===== src/rtl/store_write_buffer_pkg.sv =====
// Shared types and constants for the store write buffer.
package store_write_buffer_pkg;

  typedef enum logic [1:0] {
    SB = 2'b00,
    SH = 2'b01,
    SW = 2'b10,
    SX = 2'b11
  } st_sel_e;

  typedef struct packed {
    logic [29:0] addr;
    logic [31:0] data;
    logic [3:0]  be;
  } entry_t;

  localparam int ENTRY_W = 66;

endpackage


===== src/rtl/store_write_buffer_st_lane_align.sv =====
// Places store data into its byte lanes, builds byte enables and flags illegal or misaligned stores.
module st_lane_align
  import store_write_buffer_pkg::*;
(
  input  logic [31:0] st_data,
  input  logic [1:0]  st_sel,
  input  logic [1:0]  off,
  output logic [31:0] data_sh,
  output logic [3:0]  be,
  output logic        legal
);

  always_comb begin
    data_sh = st_data << {off, 3'b000};
    be      = 4'b0000;
    legal   = 1'b0;
    case (st_sel)
      SB: begin
        be    = 4'b0001 << off;
        legal = 1'b1;
      end
      SH: begin
        be    = 4'b0011 << off;
        legal = ~off[0];
      end
      SW: begin
        be    = 4'b1111;
        legal = (off == 2'b00);
      end
      default: begin
        be    = 4'b0000;
        legal = 1'b0;
      end
    endcase
  end

endmodule


===== src/rtl/store_write_buffer.sv =====
// In-order store write buffer: queues aligned stores for data memory and flags loads that hit a buffered word.
module store_write_buffer
  import store_write_buffer_pkg::*;
#(
  parameter int DEPTH = 4
) (
  input  logic        clk,
  input  logic        rst_n,
  input  logic        st_valid,
  output logic        st_ready,
  input  logic [31:0] st_addr,
  input  logic [31:0] st_data,
  input  logic [1:0]  st_sel,
  output logic        mem_req,
  input  logic        mem_gnt,
  output logic [31:0] mem_addr,
  output logic [31:0] mem_wdata,
  output logic [3:0]  mem_be,
  input  logic [31:0] ld_addr,
  output logic        ld_hit,
  output logic        st_err,
  output logic        empty
);

  localparam int PTR_W = (DEPTH > 1) ? $clog2(DEPTH) : 1;
  localparam int CNT_W = PTR_W + 1;

  entry_t             entries [DEPTH];
  logic [PTR_W-1:0]   wr_ptr;
  logic [PTR_W-1:0]   rd_ptr;
  logic [CNT_W-1:0]   count;
  logic [31:0]        data_sh;
  logic [3:0]         be;
  logic               legal;
  logic               push;
  logic               pop;
  logic               handshake;
  entry_t             head;
  logic [PTR_W-1:0]   idx;

  st_lane_align u_align (
    .st_data (st_data),
    .st_sel  (st_sel),
    .off     (st_addr[1:0]),
    .data_sh (data_sh),
    .be      (be),
    .legal   (legal)
  );

  assign st_ready  = (count < CNT_W'(DEPTH));
  assign empty     = (count == '0);
  assign mem_req   = ~empty;
  assign handshake = st_valid & st_ready;
  assign push      = handshake & legal;
  assign pop       = mem_req & mem_gnt;

  // Outputs read as zero whenever nothing is queued, which also covers reset.
  assign head      = entries[rd_ptr];
  assign mem_addr  = empty ? 32'h0 : {head.addr, 2'b00};
  assign mem_wdata = empty ? 32'h0 : head.data;
  assign mem_be    = empty ? 4'h0  : head.be;

  always_ff @(posedge clk or negedge rst_n) begin
    if (!rst_n) begin
      wr_ptr <= '0;
      rd_ptr <= '0;
      count  <= '0;
      st_err <= 1'b0;
    end else begin
      st_err <= handshake & ~legal;
      if (push) wr_ptr <= wr_ptr + PTR_W'(1);
      if (pop)  rd_ptr <= rd_ptr + PTR_W'(1);
      count <= count + CNT_W'(push) - CNT_W'(pop);
    end
  end

  always_ff @(posedge clk) begin
    if (push) entries[wr_ptr] <= '{addr: st_addr[31:2], data: data_sh, be: be};
  end

  // An entry leaving this cycle is still counted as valid for the load check.
  always_comb begin
    ld_hit = 1'b0;
    idx    = '0;
    for (int i = 0; i < DEPTH; i++) begin
      idx = rd_ptr + PTR_W'(i);
      if ((CNT_W'(i) < count) &&
          ((ld_addr & 32'hFFFF_FFFC) == {entries[idx].addr, 2'b00}))
        ld_hit = 1'b1;
    end
  end

endmodule


===== config.mk =====
export PLATFORM = sky130hd
export DESIGN_NAME = store_write_buffer
export DESIGN_NICKNAME = d
export VERILOG_FILES = /design/src/rtl/store_write_buffer_pkg.sv /design/src/rtl/store_write_buffer_st_lane_align.sv /design/src/rtl/store_write_buffer.sv
export SDC_FILE = /design/constraint.sdc
export NUM_CORES = 1
export LEC_CHECK = 0
export ABC_AREA = 1
export CORE_MARGIN = 3
export CORE_UTILIZATION = 39
export CTS_CLUSTER_SIZE = 28
export DETAILED_ROUTE_END_ITERATION = 7
export GPL_TIMING_DRIVEN = 1
export PLACE_DENSITY = 0.63
export SLEW_MARGIN = 10
export SYNTH_ARGS = -nofsm -noshare
export SYNTH_HDL_FRONTEND = slang
export SYNTH_SLANG_ARGS = --single-unit

===== constraint.sdc =====
create_clock -name clk -period 5.32 [get_ports clk]
set_input_delay 0.798 -clock clk [delete_from_list [all_inputs] [get_ports clk]]
set_output_delay 0.798 -clock clk [all_outputs]
set_load 0.005 [all_outputs]

==> summary.md, run 1 <==
| Metric | Value |
|---|---|
| Hold buffers post-CTS | 0 |
| Slew Viols, Final | 0 |
| Placer Congestion | approximately 0.9 |
| Post_cts resized | 0 |
| Tightest Pin Transition | 951.9 ps |
| Status | finished, final reports clean |
| Layout cells sized above 1 | under 10% |
| Full die area | 41750 um^2 |
| Post-Syn Area | roughly 15000 um^2 |
| Vias per cell | about 5.3 |
| H-tree levels | 1 |
| Leak pwr | between 7 and 8 nW |
| Req. time, crit path | 4520 ps |
| CP Max Fanout | around 150 |
| Synth-to-Final Area Change | 20.77% |
| Final Hold Violating Endpoints | 0 |
| Switch Pwr | 4.527 mW |
| Clock buffer depth | 3 |
| Clock sink count | roughly 270 |
| Top-area cell type share of the netlist area | just over 50% |
| HPWL Detailed | between 30000 and 40000 um |
| Crit Path Class | reg2out |
| Antenna viol nets, final | 0 |
| Global-route wire length before repair | about 71000 um |
| WL met1 | approximately 19000 um |
| Vias in the first global route | around 13000 |
| Chip height | a little over 200 um |
| Predominant post-synthesis flop cell | edfxtp_1 |
| Residual DRC | 0 |
| Comb power frac | 53.2% |
| Postcts setup bufs | 0 |
| Period utilization | 90.10% |
| Synth warn | 0 |
| Gr ovfl total | 0 |
| HP Class | in2async |
| Port buffer count | 170 |
| Yosys reg bits | between 200 and 300 |
| Max rail drop VDD | around 0.33 mV |
| Syn avg cell area | between 7 and 8 um^2 |
| Cell Rows | 72 |
| Num CTS Buffers | 30 |
| Fin crit period | around 4800 ps |
| Crit. End Element | primary output |
| Final setup TNS | 0 ps |
| WL met3 | about 3600 um |
| Top sig layer | met5 |
| Number of antenna violations at the first check in global routing | 4 |
| Max incr delay on CP | ~670 ps |
| Placed cell count | about 2500 |
| Async SR Flop Fraction | 2.941% |
| Die W | a little over 200 um |
| Top cells by area, synth | edfxtp_1, nand2_1, nand3_1 |
| Largest delay share family, worst path | buffers and inverters |
| Initial DRC count | ~1300 |
| Critical Path AT | approximately 4000 ps |
| CTS tree | built |
| Net Sw Frac | a little over two fifths |
| Skew final | about 40 ps |
| Fin cells | ~2600 |
| Worst skew pair latency | between 500 and 600 ps |
| EDFF count, synth | about 260 |
| RSZ-0062 raised after global routing | false |
| Slowest-stage cell, CP | dfrtp_4 |
| Most common cell after layout, fill and taps aside | nand2_1 |
| Relative slew slack | approximately 36% |
| Core area | roughly 39000 um^2 |
| Crit path buf inv count | 3 |
| Max-cap violations | 0 |
| Clock Tree Root | clkbuf_16 |
| Leading cell types in the layout, fill and taps excluded | nand2_1, nand3_1, edfxtp_1 |
| Initial cell density of the core | roughly 40% |
| Clk slew on worst S/H paths | roughly 60 ps |
| Reg power frac | about a quarter |
| Worst path cell trace | inv_4 -> buf_12 -> nand2_1 -> nand3_1 -> nand2_1 -> nand2_1 -> nand2_1 -> nor2_1 -> nand2_1 -> nor2_1 -> nand2_1 -> nor2_1 -> nor2_1 -> nand2_1 -> clkdlybuf4s50_1 |
| Fmax | 208.6 MHz |
| Gate Count Post-Synth | between 1500 and 2000 |
| Post-synth top area cell | edfxtp_1 |
| Total iterations of the first detailed-routing run | 6 |
| # IOs | 175 |
| GRT Total Usage | 21.83% |
| Worst setup SP type | flop |
| Pin count of the biggest net entering global routing | 155 |
| Endpoints failing setup | 0 |
| Total Wirelength | between 40000 and 50000 um |
| Internal | roughly 5.9 mW |
| WL/cell | between 15 and 20 um |
| Clock share of power | between 20% and 30% |
| Nets | 2162 |
| Met2 wire length | approximately 23000 um |
| Yosys cell types | 31 |
| Register area share after synthesis | a little over half |
| Most common cell on crit path | nand2_1 |
| Vias | around 14000 |
| Pwr Density | about 560 nW/um^2 |
-- power groups by stage --
| stage | Clock, mW | Sequential, mW | Combinational, mW |
|---|---|---|---|
| final | 2.19 | 2.68 | 5.53 |
| after detailed placement | 0 | 2.73 | 5.51 |
| after CTS | 2.23 | 2.68 | 5.54 |
| after global routing | 2.31 | 2.70 | 6.16 |
| after global placement | 0 | 2.72 | 5.43 |
| after floorplan | 0 | 2.64 | 3.52 |
-- through the flow --
stage               setup WS (ps)  area, um^2  hold slack (ps)  utilization [%]  total power, mW
floorplan                   320.4       15340            501.6                -            6.156
global placement             1159       17470            549.8            45.10            8.152
detailed placement           1173       17470            573.5            45.10            8.238
CTS                         543.6       18520            503.6            47.81            10.45
global route                250.8       18520            517.5            47.82            11.17
finish                      526.5       18530            515.2            47.82            10.40
-- worst reg2reg max path, delay by kind of cell, from the launching register on --
kind,cells,cell delay [ps]
flip-flops,1,420
XOR/XNOR,1,130
buffers and inverters,4,750
adder cells (fa/ha/maj),3,870
AND/OR/NAND/NOR,2,430
-- logic make-up (layout without fill, tap and decap cells) --
group	count (synthesis)	count (layout)	synth area share [%]
AO/OA/AOI/OAI	149	149	5.995
XOR/XNOR	8	8	0.4568
adder cells (fa/ha/maj)	9	9	0.7831
buffers and inverters	194	347	5.701
flip-flops	272	272	52.99
other	1	4	0.02445
AND/OR/NAND/NOR	1288	1288	34.05
-- path summary, 6_finish.rpt --
kind                                       start                     to  slack [ps]  cells after the start
setup / recovery           rd_ptr[0]$_DFFE_PN0P_                 ld_hit         530                     15
hold reg to reg               count[0]$_DFF_PN0_     count[0]$_DFF_PN0_         590                      1
setup reg to reg              count[2]$_DFF_PN0_     count[2]$_DFF_PN0_        2610                     10
hold / removal                             rst_n     count[0]$_DFF_PN0_         520                      1
max in group asynchronous                  rst_n  rd_ptr[1]$_DFFE_PN0P_        4470                      1
min in group clk              count[0]$_DFF_PN0_     count[0]$_DFF_PN0_         590                      1
-- sequential cells by signal (all words and copies together), names as in the netlist --
signal   flops
count        3
entries    264
rd_ptr       2
st_err       1
wr_ptr       2
-- synth_stat cells, drive strengths merged, types with 4 or more instances --
library cell / count
nand2: 840
nand3: 304
edfxtp: 264
nor2: 142
inv: 94
buf: 62
o21ai: 46
a22oi: 44
a31oi: 36
clkbuf: 34
a21oi: 13
dfrtp: 8
ha: 8
o22ai: 7
xor2: 7
clkinv: 4
-- metal layers --
metal,up-vias,global-route usage (%)
met5,-,0
li1,6702,-
met1,6472,27.66
met2,528,38.20
met4,4,5.825
met3,76,4.316
-- cell type report --
type / count / area (um^2)
inverters: 98 / 372.9
diodes: 2 / 5.005
clock inverters: 25 / 296.5
clock buffers: 31 / 754.5
repair buffers: 193 / 1937
flip-flops and latches: 272 / 8135
fillers: 3721 / 20210
multi-input cells: 1456 / 6376
well taps: 518 / 648.1
No activity file was read; power rests on OpenSTA's default activity.
==> run 2, diff against run 1 <==
--- a/config.mk
+++ b/config.mk
@@ -12,7 +12,6 @@
 export DETAILED_ROUTE_END_ITERATION = 7
 export GPL_TIMING_DRIVEN = 1
 export PLACE_DENSITY = 0.63
-export SLEW_MARGIN = 10
 export SYNTH_ARGS = -nofsm -noshare
 export SYNTH_HDL_FRONTEND = slang
 export SYNTH_SLANG_ARGS = --single-unit
==> results of run 2 <==
The final DEF is identical to that of run 1; final timing and power are the same.
==> run 3, diff against run 2 <==
--- a/config.mk
+++ b/config.mk
@@ -11,6 +11,7 @@
 export CTS_CLUSTER_SIZE = 28
 export DETAILED_ROUTE_END_ITERATION = 7
 export GPL_TIMING_DRIVEN = 1
+export HOLD_SLACK_MARGIN = 0.08
 export PLACE_DENSITY = 0.63
 export SYNTH_ARGS = -nofsm -noshare
 export SYNTH_HDL_FRONTEND = slang
==> results of run 3 <==
The final DEF is identical to that of run 1; final timing and power are the same.
